==> config.mk <==
export PLATFORM = sky130hd
export DESIGN_NAME = timekeeper_counter
export DESIGN_NICKNAME = d
export VERILOG_FILES = /design/src/rtl/timekeeper_counter.sv
export SDC_FILE = /design/constraint.sdc
export NUM_CORES = 1
export LEC_CHECK = 0
export ABC_AREA = 1
export CAP_MARGIN = 40
export CORE_MARGIN = 4
export CORE_UTILIZATION = 50
export CTS_CLUSTER_DIAMETER = 30
export CTS_CLUSTER_SIZE = 30
export DETAILED_ROUTE_END_ITERATION = 16
export PLACE_DENSITY = 0.69
export RECOVER_POWER = 50
export SLEW_MARGIN = 40
export SYNTH_ARGS = -nofsm -noshare
export SYNTH_HDL_FRONTEND = slang
export SYNTH_SLANG_ARGS = --single-unit
==> constraint.sdc <==
create_clock -name i_clk -period 4.5 [get_ports i_clk]
set_input_delay 0.9 -clock i_clk [delete_from_list [all_inputs] [get_ports i_clk]]
set_output_delay 0.9 -clock i_clk [all_outputs]
set_load 0.1 [all_outputs]
==> src/rtl/timekeeper_counter.sv <==
// Parametrised min:sec timekeeper with run/pause/adjust/done control, preset load,
// single-clock tick enables and a blink phase for the field being adjusted.
module timekeeper_counter #(
    parameter int BASE_CLK = 100_000_000,
    parameter int RUN_HZ   = 1,
    parameter int ADJ_HZ   = 2,
    parameter int SEC_MAX  = 60,
    parameter int MIN_MAX  = 60,
    parameter int CNT_W    = 6
) (
    input  logic             i_clk,
    input  logic             i_rst_n,
    input  logic             i_adj,
    input  logic             i_sel,
    input  logic             i_dir,
    input  logic             i_pause,
    input  logic             i_load,
    input  logic [CNT_W-1:0] i_load_min,
    input  logic [CNT_W-1:0] i_load_sec,
    output logic [CNT_W-1:0] o_minutes,
    output logic [CNT_W-1:0] o_seconds,
    output logic             o_tick,
    output logic             o_wrap,
    output logic             o_done,
    output logic             o_blink
);
    localparam int RUN_DIV = BASE_CLK / RUN_HZ;
    localparam int ADJ_DIV = BASE_CLK / ADJ_HZ;
    localparam int RUN_W   = $clog2(RUN_DIV);
    localparam int ADJ_W   = $clog2(ADJ_DIV);
    localparam logic [RUN_W-1:0] RUN_TOP = RUN_W'(RUN_DIV - 1);
    localparam logic [ADJ_W-1:0] ADJ_TOP = ADJ_W'(ADJ_DIV - 1);
    localparam logic [CNT_W:0]   SEC_LIM = (CNT_W+1)'(SEC_MAX);
    localparam logic [CNT_W:0]   MIN_LIM = (CNT_W+1)'(MIN_MAX);
    localparam logic [CNT_W-1:0] SEC_TOP = CNT_W'(SEC_MAX - 1);
    localparam logic [CNT_W-1:0] MIN_TOP = CNT_W'(MIN_MAX - 1);

    typedef enum logic [1:0] {RUN, PAUSED, ADJUST, DONE} state_t;
    typedef struct packed {
        logic [CNT_W-1:0] min;
        logic [CNT_W-1:0] sec;
    } mmss_t;

    state_t           state, nxt_state;
    mmss_t            cnt, nxt_cnt, preset;
    logic [RUN_W-1:0] run_cnt;
    logic [ADJ_W-1:0] adj_cnt;
    logic             run_tick, adj_tick, wrap_evt;

    function automatic logic [CNT_W-1:0] inc_mod(input logic [CNT_W-1:0] v,
                                                 input logic [CNT_W-1:0] top);
        return (v == top) ? '0 : v + 1'b1;
    endfunction

    function automatic logic [CNT_W-1:0] dec_mod(input logic [CNT_W-1:0] v,
                                                 input logic [CNT_W-1:0] top);
        return (v == '0) ? top : v - 1'b1;
    endfunction

    assign run_tick   = (state == RUN) && (run_cnt == RUN_TOP);
    assign adj_tick   = (state == ADJUST) && (adj_cnt == ADJ_TOP);
    assign preset.sec = ({1'b0, i_load_sec} >= SEC_LIM) ? SEC_TOP : i_load_sec;
    assign preset.min = ({1'b0, i_load_min} >= MIN_LIM) ? MIN_TOP : i_load_min;
    assign o_minutes  = cnt.min;
    assign o_seconds  = cnt.sec;

    always_comb begin
        nxt_state = state;
        nxt_cnt   = cnt;
        wrap_evt  = 1'b0;
        if (i_load) nxt_cnt = preset;
        case (state)
            RUN: begin
                if (i_adj) nxt_state = ADJUST;
                else if (i_load) nxt_state = (i_dir && preset == '0) ? DONE : RUN;
                else if (i_pause) nxt_state = PAUSED;
                else if (run_tick) begin
                    if (!i_dir) begin
                        nxt_cnt.sec = inc_mod(cnt.sec, SEC_TOP);
                        if (cnt.sec == SEC_TOP) begin
                            nxt_cnt.min = inc_mod(cnt.min, MIN_TOP);
                            wrap_evt    = (cnt.min == MIN_TOP);
                        end
                    end else begin
                        nxt_cnt.sec = dec_mod(cnt.sec, SEC_TOP);
                        if (cnt.sec == '0) nxt_cnt.min = dec_mod(cnt.min, MIN_TOP);
                        if (nxt_cnt == '0) nxt_state = DONE;
                    end
                end
            end
            PAUSED: begin
                if (i_adj) nxt_state = ADJUST;
                else if (!i_load && i_pause) nxt_state = RUN;
            end
            ADJUST: begin
                // exit decision looks at the post-load count so a same-cycle load of 00:00 lands in DONE
                if (!i_adj) nxt_state = (i_dir && nxt_cnt == '0) ? DONE : RUN;
                else if (!i_load && adj_tick) begin
                    if (i_sel) nxt_cnt.min = inc_mod(cnt.min, MIN_TOP);
                    else       nxt_cnt.sec = inc_mod(cnt.sec, SEC_TOP);
                end
            end
            DONE: begin
                if (i_adj) nxt_state = ADJUST;
                else if (i_load) nxt_state = (i_dir && preset == '0) ? DONE : RUN;
                else if (!i_dir) nxt_state = RUN;
            end
            default: nxt_state = RUN;
        endcase
    end

    always_ff @(posedge i_clk or negedge i_rst_n) begin
        if (!i_rst_n) begin
            state   <= RUN;
            cnt     <= '0;
            run_cnt <= '0;
            adj_cnt <= '0;
            o_tick  <= 1'b0;
            o_wrap  <= 1'b0;
            o_done  <= 1'b0;
            o_blink <= 1'b0;
        end else begin
            state   <= nxt_state;
            cnt     <= nxt_cnt;
            // prescalers restart from 0 whenever their state is (re)entered
            run_cnt <= (state == RUN && nxt_state == RUN && !i_load && !run_tick)
                       ? run_cnt + 1'b1 : '0;
            adj_cnt <= (state == ADJUST && nxt_state == ADJUST && !adj_tick)
                       ? adj_cnt + 1'b1 : '0;
            o_tick  <= (nxt_cnt != cnt);
            o_wrap  <= wrap_evt;
            o_done  <= (nxt_state == DONE);
            o_blink <= (nxt_state == ADJUST) ? (o_blink ^ adj_tick) : 1'b0;
        end
    end
endmodule

==> impl_metrics.ini, run 1 <==
[run_status]
status = finished, violations left
violations = max-capacitance violations, max-slew violations

[job]
drv_cap = 1

[route]
drtIter0Drc = 378
postRouteAntennaNets = 0
routed_wirelength_um = 14640
vias = 5391
first_pass_iters = 6
viasPerCell = 5.354
drcViolationCount = 0
post_drt_wl_per_cell_um = 14.54

[cells_and_area]
multi_input_area_sq_mm = 0.003189
fin_nets = 890
antennaDiodeCount = 0
final_cell_area_sq_mm = 0.006095
nFillCells = 1092
area_growth_pct = 9.215
drive_above_1_share_pct = 11.07
register_area_sq_mm = 0.001777

[setup_path]
critical_path_class = in -> reg
cp_common_cell = nand2_1
slowest_delay_ps = 710
crit_required_ps = 4750
cp_num_buf_inv = 3
ff2ff_path_depth = 18
cp_num_cells = 15
arrival_ps = 3670
crit_path_end_kind = register
slowest_stage = clkdlybuf4s50_1
path_cells = clkdlybuf4s50_1 > nor2_1 > nand4_1 > inv_2 > nand2_1 > nand2_1 > nand2_1 > nor2_1 > nand2_1 > nand2_1 > nand2_1 > clkinv_1 > nand2_1 > nor2_1 > nand3_1
startpoint_type = input port
worstPathMaxFanout = 16
crit_family = simple AND/OR/NAND/NOR gates

[die]
pin_count = 35
core_area_sq_mm = 0.01089
die_h_um = 113.6
num_rows = 38
die_width_um = 113.6
dieArea_sq_mm = 0.01292
floorplan.initialDensity_pct = 51.25

[clock_tree]
root_buffer = clkbuf_8
cts_made_buffers = 9
hold_buffers = 0
clock_latency_ps = 370
cts.path.max_buffers = 2
ctsResizeCount = 0
cts_setup_buffers = 0
cts_tree = built
cts.clk_slew.worst_paths_ps = 80
htree_levels = 3
clkSinkCount = 71

[sta]
period_needed_ps = 3421
hold_ws_ps = 465.1
finalMaxSlewViolations = 72
tns_ps = 0
rsz0062_at_grt = false
clock_skew_ps = 9.385
slew_headroom_pct = -18.13
max_freq_mhz = 292.3
worst_pin_slew_ps = 1772
min_period_over_period_pct = 76.01
finalSetupViolCount = 0
final-hold-violation-count = 0

[logic_synthesis]
syn_nets = 858
yosysTopAreaCellShare_pct = 31.84
synthArstFlopShare_pct = 100.0
synth.most_common_cell = nand2_1
synth_area_leaders = dfrtp_1 32%, nand2_1 15%, nor2_1 7.7%
yosys.area.top_type = dfrtp_1
synth_edf_count = 0
yosys_warnings = 0
ys_types = 39
synth_seq_cells = 71
syn_avg_cell_area_sq_um = 6.723
syn_inst = 830
seq_area_frac_synth_pct = 31.84
synth_common_cells = 219 x nand2_1, 115 x nor2_1, 107 x inv_1
synth_area_sq_mm = 0.005580
ys.flop_type = dfrtp_1

[global_route]
grt_overflow = 0
grt_pass1_wl_um = 24700
grt_antenna_before_repair = 0
globalRouteTotalUtil_pct = 23.61
grt_max_degree = 72
first_global_vias = 5190

[power_and_ir_drop]
ir_drop_v = 0.0006350
p_leak_nw = 2.820
p_per_area_mw_per_mm2 = 494.6

[placement]
io_buffer_count = 34
place_area_sq_mm = 0.005904
gp_congestion = 0.9718
hpwl_um = 10970

[worst_hold_path]
worstHoldPathCells = 1
min_path_type = reg -> reg
kinds of logic (layout without fill, tap and decap cells):
group	count (synthesis)	count (layout)	share of synthesized area, %
AO/OA/AOI/OAI	53	53	5.202
AND/OR/NAND/NOR	513	513	43.54
buffers and inverters	143	180	10.96
adder cells (fa/ha/maj)	9	9	2.018
XOR/XNOR	41	41	6.435
flip-flops	71	71	31.84
state kept, by name (all words and copies together), names as in the netlist, 2 cells and up:
register / cells
o_seconds: 6
state: 2
run_cnt: 27
adj_cnt: 26
o_minutes: 6
per-stage QoR:
| step | setup slack (ps) | utilization, % | instances | power, mW |
|---|---|---|---|---|
| finish | 1079 | 55.98 | 1007 | 3.014 |
| global route | 906.8 | 55.98 | 1007 | 3.234 |
| CTS | 1131 | 56.14 | 1007 | 3.021 |
| detailed placement | 744.6 | 54.23 | 991 | 2.470 |
| global placement | 735.7 | 54.93 | 991 | 2.522 |
| floorplan | 1596 | - | 830 | 2.121 |
worst reg2reg max path, cell delays in order (launching register included):
cell and delay [ps]:
dfrtp_1 380, ha_1 190, nand2_1 70, nor2_1 130
nand2_1 180, nor2_2 200, nand4_1 590, inv_2 300
nand2_1 110, nand2_1 80, nand2_1 50, nor2_1 140
nand2_1 90, nand2_1 60, nand2_1 60, clkinv_1 40
nand2_1 40, nor2_1 190, nand3_1 100
worst paths after layout:
kind,start,to,slack [ps]
min in group asynchronous,i_rst_n,o_seconds[5],980
min,adj_cnt[0],adj_cnt[0],470
max in group asynchronous,i_rst_n,run_cnt[20],2450
max,i_load,o_tick,1080
min reg2reg,adj_cnt[0],adj_cnt[0],470
max reg2reg,run_cnt[0],o_tick,1390
final cells by class:
cell class | instances | area share (%)
multi-input cells | 616 | 52.33
flip-flops and latches | 71 | 29.15
inverters | 127 | 7.822
repair buffers | 37 | 4.414
well taps | 140 | 2.874
clock buffers | 11 | 2.484
clock inverters | 5 | 0.9238
where the power goes:
group          switching, mW  total [mW]  internal (mW)
sequential             0.141       0.849          0.708
clock                  0.259       0.544          0.285
combinational           1.24        1.62          0.379
cell usage in the layout, fill, tap and decap left out, types with 3 or more instances in the layout:
cell             count
a21oi_1             25
buf_2                9
buf_4                3
clkbuf_1             7
clkbuf_8            11
clkdlybuf4s50_1     17
clkinv_1             5
dfrtp_1             71
ha_1                 9
inv_1              107
inv_2               15
nand2_1            219
nand2_2              4
nand3_1             74
nand3_2              4
nand4_1             30
nor2_1             116
nor2_2              10
nor2_4              20
nor3_1              20
nor3_2               4
o21ai_0             18
o21ai_1              3
or2_2                3
xnor2_1             11
xor2_1              30
layer usage:
layer,share of wire (%),up-vias,global-route usage (%)
met5,0,-,0
met4,3.0,0,9.696
met3,5.6,37,4.403
met2,47,177,39.14
met1,44,2497,30.37
li1,-,2680,-
Note: power is estimated with default switching activity, not from simulation.
==> run 2, diff against run 1 <==
==> constraint.sdc (replaced) <==
create_clock -name i_clk -period 3.5 [get_ports i_clk]
set_input_delay 0.7 -clock i_clk [delete_from_list [all_inputs] [get_ports i_clk]]
set_output_delay 0.7 -clock i_clk [all_outputs]
set_load 0.1 [all_outputs]
==> impl_metrics.ini, run 2 (synthesis results as in run 1) <==
[run_status]
status = finished, violations left
violations = max-capacitance violations, max-slew violations

[power_and_ir_drop]
ir_drop_v = 0.0008632
p_per_area_mw_per_mm2 = 628.2
p_leak_nw = 2.840

[global_route]
grt_pass1_wl_um = 24500
globalRouteTotalUtil_pct = 23.55
grt_antenna_before_repair = 0
first_global_vias = 5228
grt_overflow = 0
grt_max_degree = 72

[setup_path]
critPathLaunch = o_seconds[0]
worstPathMaxFanout = 27
crit_path_end_kind = register
worst_r2r_endpoint = run_cnt[4]
ff2ff_setup_slack_ps = 600
ff2ff_path_depth = 15
startpoint_type = register
critical_path_class = reg -> reg
r2r_start = o_seconds[0]
arrival_ps = 3140
crit_required_ps = 3740

[placement]
dp_slack_ps = 250.1
hpwl_um = 10900
gp_congestion = 1.002
io_buffer_count = 34

[cells_and_area]
largest_reg_flops = 27
regMostFlops = run_cnt
final_common_cell = nand2_1
area_growth_pct = 9.933
final_cell_mix = 219 x nand2_1, 115 x nor2_1, 107 x inv_1
fin_nets = 895
antennaDiodeCount = 0
drive_above_1_share_pct = 11.25
nFillCells = 1076
top_regs = run_cnt (27), adj_cnt (26)

[clock_tree]
cts_setup_buffers = 0
htree_levels = 3
clkSinkCount = 71
ctsResizeCount = 0
root_buffer = clkbuf_8
cts_made_buffers = 9
clock_latency_ps = 370
hold_buffers = 0
cts.path.max_buffers = 2
cts_tree = built
cts.clk_slew.worst_paths_ps = 80

[die]
num_rows = 38
die_h_um = 113.6
floorplan.initialDensity_pct = 51.25
core_area_sq_mm = 0.01089
die_width_um = 113.6
dieArea_sq_mm = 0.01292
pin_count = 35

[route]
post_drt_wl_per_cell_um = 14.20
drcViolationCount = 0
viasPerCell = 5.305
first_pass_iters = 5
postRouteAntennaNets = 0
routed_wirelength_um = 14360
drtIter0Drc = 423
vias = 5363

[worst_hold_path]
hp-start = run_cnt[0]
holdPathEnd = run_cnt[0]
min_path_type = reg -> reg
worstHoldPathCells = 1

[sta]
final-hold-violation-count = 0
min_period_over_period_pct = 82.78
tns_ps = 0
finalSetupViolCount = 0
max_freq_mhz = 345.2
period_needed_ps = 2897
slew_headroom_pct = -16.33
worst_pin_slew_ps = 1745
setup_ws_ps = 602.9
finalMaxSlewViolations = 72
clock_skew_ps = 9.755
rsz0062_at_grt = false

[job]
drv_cap = 1
run 2: cell count changes in the layout (fill, tap and decap cells not counted):
cell,before,now
buf_4,3,16
buf_2,9,0
nor2_1,116,115
clkinv_2,2,1
nor2_2,10,11
clkbuf_8,11,10
clkinvlp_4,1,0
clkbuf_1,7,10
run 2: per-stage QoR:
stage          cells  total power, mW  utilization [%]  instance area (sq um)  hold slack (ps)
2_1_floorplan    830            2.727                -                   5580            404.4
3_3_place_gp     996            3.217            55.00                   5988            445.4
3_5_place_dp     996            3.218            54.85                   5972            451.7
4_1_cts         1011            3.890            56.58                   6161            349.1
5_1_grt         1011            4.146            56.34                   6135            495.5
6_report        1011            3.854            56.34                   6135            460.5
run 2: critical path, cell delays in order, from the launching register on:
cell,delay [ps]
dfrtp_1,490
inv_1,200
ha_1,200
nand4_2,270
nor2_2,310
nand3_1,110
o21ai_1,130
nand3_1,90
nor2_1,160
nand2_1,100
nand2_1,60
nand3_1,60
nand2_1,70
nand2_2,100
nand2_8,330
nor2_1,80
run 2: area by class of cell:
cell class,instances,area (sq um),share of cell area [%]
Multi-Input combinational cell,616,3192,52.03
Sequential cell,71,1777,28.96
Inverter,127,476.7,7.771
Timing Repair Buffer,42,325.3,5.303
Tap cell,140,175.2,2.855
Clock buffer,12,145.1,2.366
Clock inverter,3,43.79,0.7138
run 2: where the power goes:
group	leakage (nW)	switching (mW)	internal [mW]
clock network	0.0964	0.314	0.345
logic	1.80	1.59	0.516
registers	0.946	0.182	0.911
run 2: worst max path at each step:
stage / endpoint / slack, ps / cells after the start
2_1_floorplan: run_cnt[23] / 600 / 16
5_1_grt: run_cnt[4] / 320 / 15
4_1_cts: run_cnt[4] / 640 / 15
6_report: run_cnt[4] / 600 / 15
3_5_place_dp: run_cnt[4] / 250 / 15
3_3_place_gp: run_cnt[26] / 310 / 15
run 2: routing by layer:
layer / track usage [%] / wire, um
met5: 0 / 0
met4: 12.82 / 530
met3: 3.342 / 785
met2: 38.12 / 6654
met1: 30.40 / 6390
==> run 3, diff against run 2 <==
==> constraint.sdc (replaced) <==
create_clock -name i_clk -period 2.7 [get_ports i_clk]
set_input_delay 0.54 -clock i_clk [delete_from_list [all_inputs] [get_ports i_clk]]
set_output_delay 0.54 -clock i_clk [all_outputs]
set_load 0.1 [all_outputs]
==> impl_metrics.ini, run 3 (synthesis results as in run 1) <==
[run_status]
status = finished, final reports clean

[power_and_ir_drop]
p_int_mw = 2.713
total_power_mw = 5.489
comb_power_share_pct = 56.3
p_switching_mw = 2.776
p_per_area_mw_per_mm2 = 829.3
seq_power_share_pct = 25.7
clkPwrFrac_pct = 18.0
ir_drop_v = 0.0009507
switching_share_pct = 50.57
p_leak_nw = 3.122

[clock_tree]
root_buffer = clkbuf_8
cts_setup_buffers = 0
htree_levels = 3
cts_made_buffers = 9
clkSinkCount = 71
cts.path.max_buffers = 2
clock_latency_ps = 370
cts.clk_slew.worst_paths_ps = 80
cts_tree = built

[cells_and_area]
final_common_cell = nand2_1
final_cell_area_sq_mm = 0.006619
nFillCells = 1073
top_regs = run_cnt (27), adj_cnt (26)
final_cell_mix = 218 x nand2_1, 114 x nor2_1, 105 x inv_1
fin_util_pct = 60.79
largest_reg_flops = 27
drive_above_1_share_pct = 17.55
regMostFlops = run_cnt
fin_nets = 947
area_growth_pct = 18.61
antennaDiodeCount = 0
fin_cells = 1063

[setup_path]
startpoint_type = input port
arrival_ps = 2780
worstPathMaxFanout = 15
ff2ff_path_depth = 16
critical_path_class = in -> reg
crit_required_ps = 2950
crit_path_end_kind = register

[sta]
hold_ws_ps = 420.5
finalMaxSlewViolations = 0
rsz0062_at_grt = false
slew_headroom_pct = 16.27
finalSetupViolCount = 0
min_period_over_period_pct = 93.90
worst_pin_slew_ps = 1256
tns_ps = 0
period_needed_ps = 2535
clock_skew_ps = 14.34
setup_ws_ps = 164.8
max_freq_mhz = 394.4
final-hold-violation-count = 0

[global_route]
grt_pass1_wl_um = 25550
busiest_layer = met2
grt_use_met3_pct = 3.926
grt_max_degree = 50
grt_use_met1_pct = 30.78
globalRouteTotalUtil_pct = 24.67
first_global_vias = 5440
use_met2_pct = 42.87
grt_antenna_before_repair = 0
grt_overflow = 0

[route]
postRouteAntennaNets = 0
routed_wirelength_um = 15300
first_pass_iters = 5
vias = 5563
post_drt_wl_per_cell_um = 14.39
drtIter0Drc = 367
drcViolationCount = 0
viasPerCell = 5.233

[die]
num_rows = 38
core_area_sq_mm = 0.01089
die_h_um = 113.6
dieArea_sq_mm = 0.01292
pin_count = 35
die_width_um = 113.6
floorplan.initialDensity_pct = 51.25

[job]
drv_cap = 0

[placement]
dp_slack_ps = -146.5
hpwl_um = 11900
io_buffer_count = 34
place_area_sq_mm = 0.006399
gp_congestion = 0.9597
dp.cells = 1048

[worst_hold_path]
min_path_type = in -> async
-- run 3: cell count changes in the layout (fill, tap and decap cells not counted), sizes merged --
cell	change
buf	+52
bufinv	+1
clkinv	-1
-- run 3: repair_timing --
| action | CTS | global route |
|---|---|---|
| gates resized for setup | 0 | 7 |
| setup endpoints to repair | 0 | 30 |
| hold buffers | 0 | 0 |
-- run 3: worst paths after layout --
kind | from | endpoint | slack, ps
max in group asynchronous | i_rst_n | adj_cnt[16] | 1070
hold / removal | i_rst_n | o_seconds[4] | 420
setup / recovery | i_load | run_cnt[0] | 160
hold reg to reg | adj_cnt[0] | adj_cnt[0] | 470
setup reg to reg | o_seconds[1] | o_tick | 180
min in group i_clk | adj_cnt[0] | adj_cnt[0] | 470
-- run 3: critical path: stages --
cell             delay (ps)
clkdlybuf4s50_1         520
inv_2                   160
buf_4                   190
nand2_1                  80
nand2_1                 160
nand2_1                  70
nand2_1                  90
nand4_1                  90
nor2_1                  150
nand2_1                 100
nand2_1                  70
nand3_1                  60
nand2_1                  70
nand2_2                  90
nand2_8                  90
buf_12                  170
nor2_1                   60
-- run 3: cell type report --
cell class              instances  area, sq um  share of cell area [%]
inverters                     127        476.7                   7.202
repair buffers                 94        740.7                   11.19
clock buffers                  12        165.2                   2.495
flip-flops and latches         71         1782                   26.92
well taps                     140        175.2                   2.647
multi-input cells             616         3214                   48.56
clock inverters                 3        65.06                  0.9830
-- run 3: power groups by stage --
| stage | combinational (mW) | sequential (mW) | clock, mW |
|---|---|---|---|
| after floorplan | 1.53 | 2.01 | 0 |
| after global placement | 3.06 | 1.43 | 0 |
| after detailed placement | 3.09 | 1.43 | 0 |
| after CTS | 3.11 | 1.41 | 1.02 |
| after global routing | 3.36 | 1.43 | 1.06 |
| final | 3.09 | 1.41 | 0.989 |
-- run 3: metal layers --
metal / wire length, um / up-vias / share of wire (%)
met1: 6659 / 2601 / 44
met4: 346 / 0 / 2.3
met3: 840 / 21 / 5.5
met2: 7451 / 154 / 49
met5: 0 / - / 0
li1: - / 2787 / -
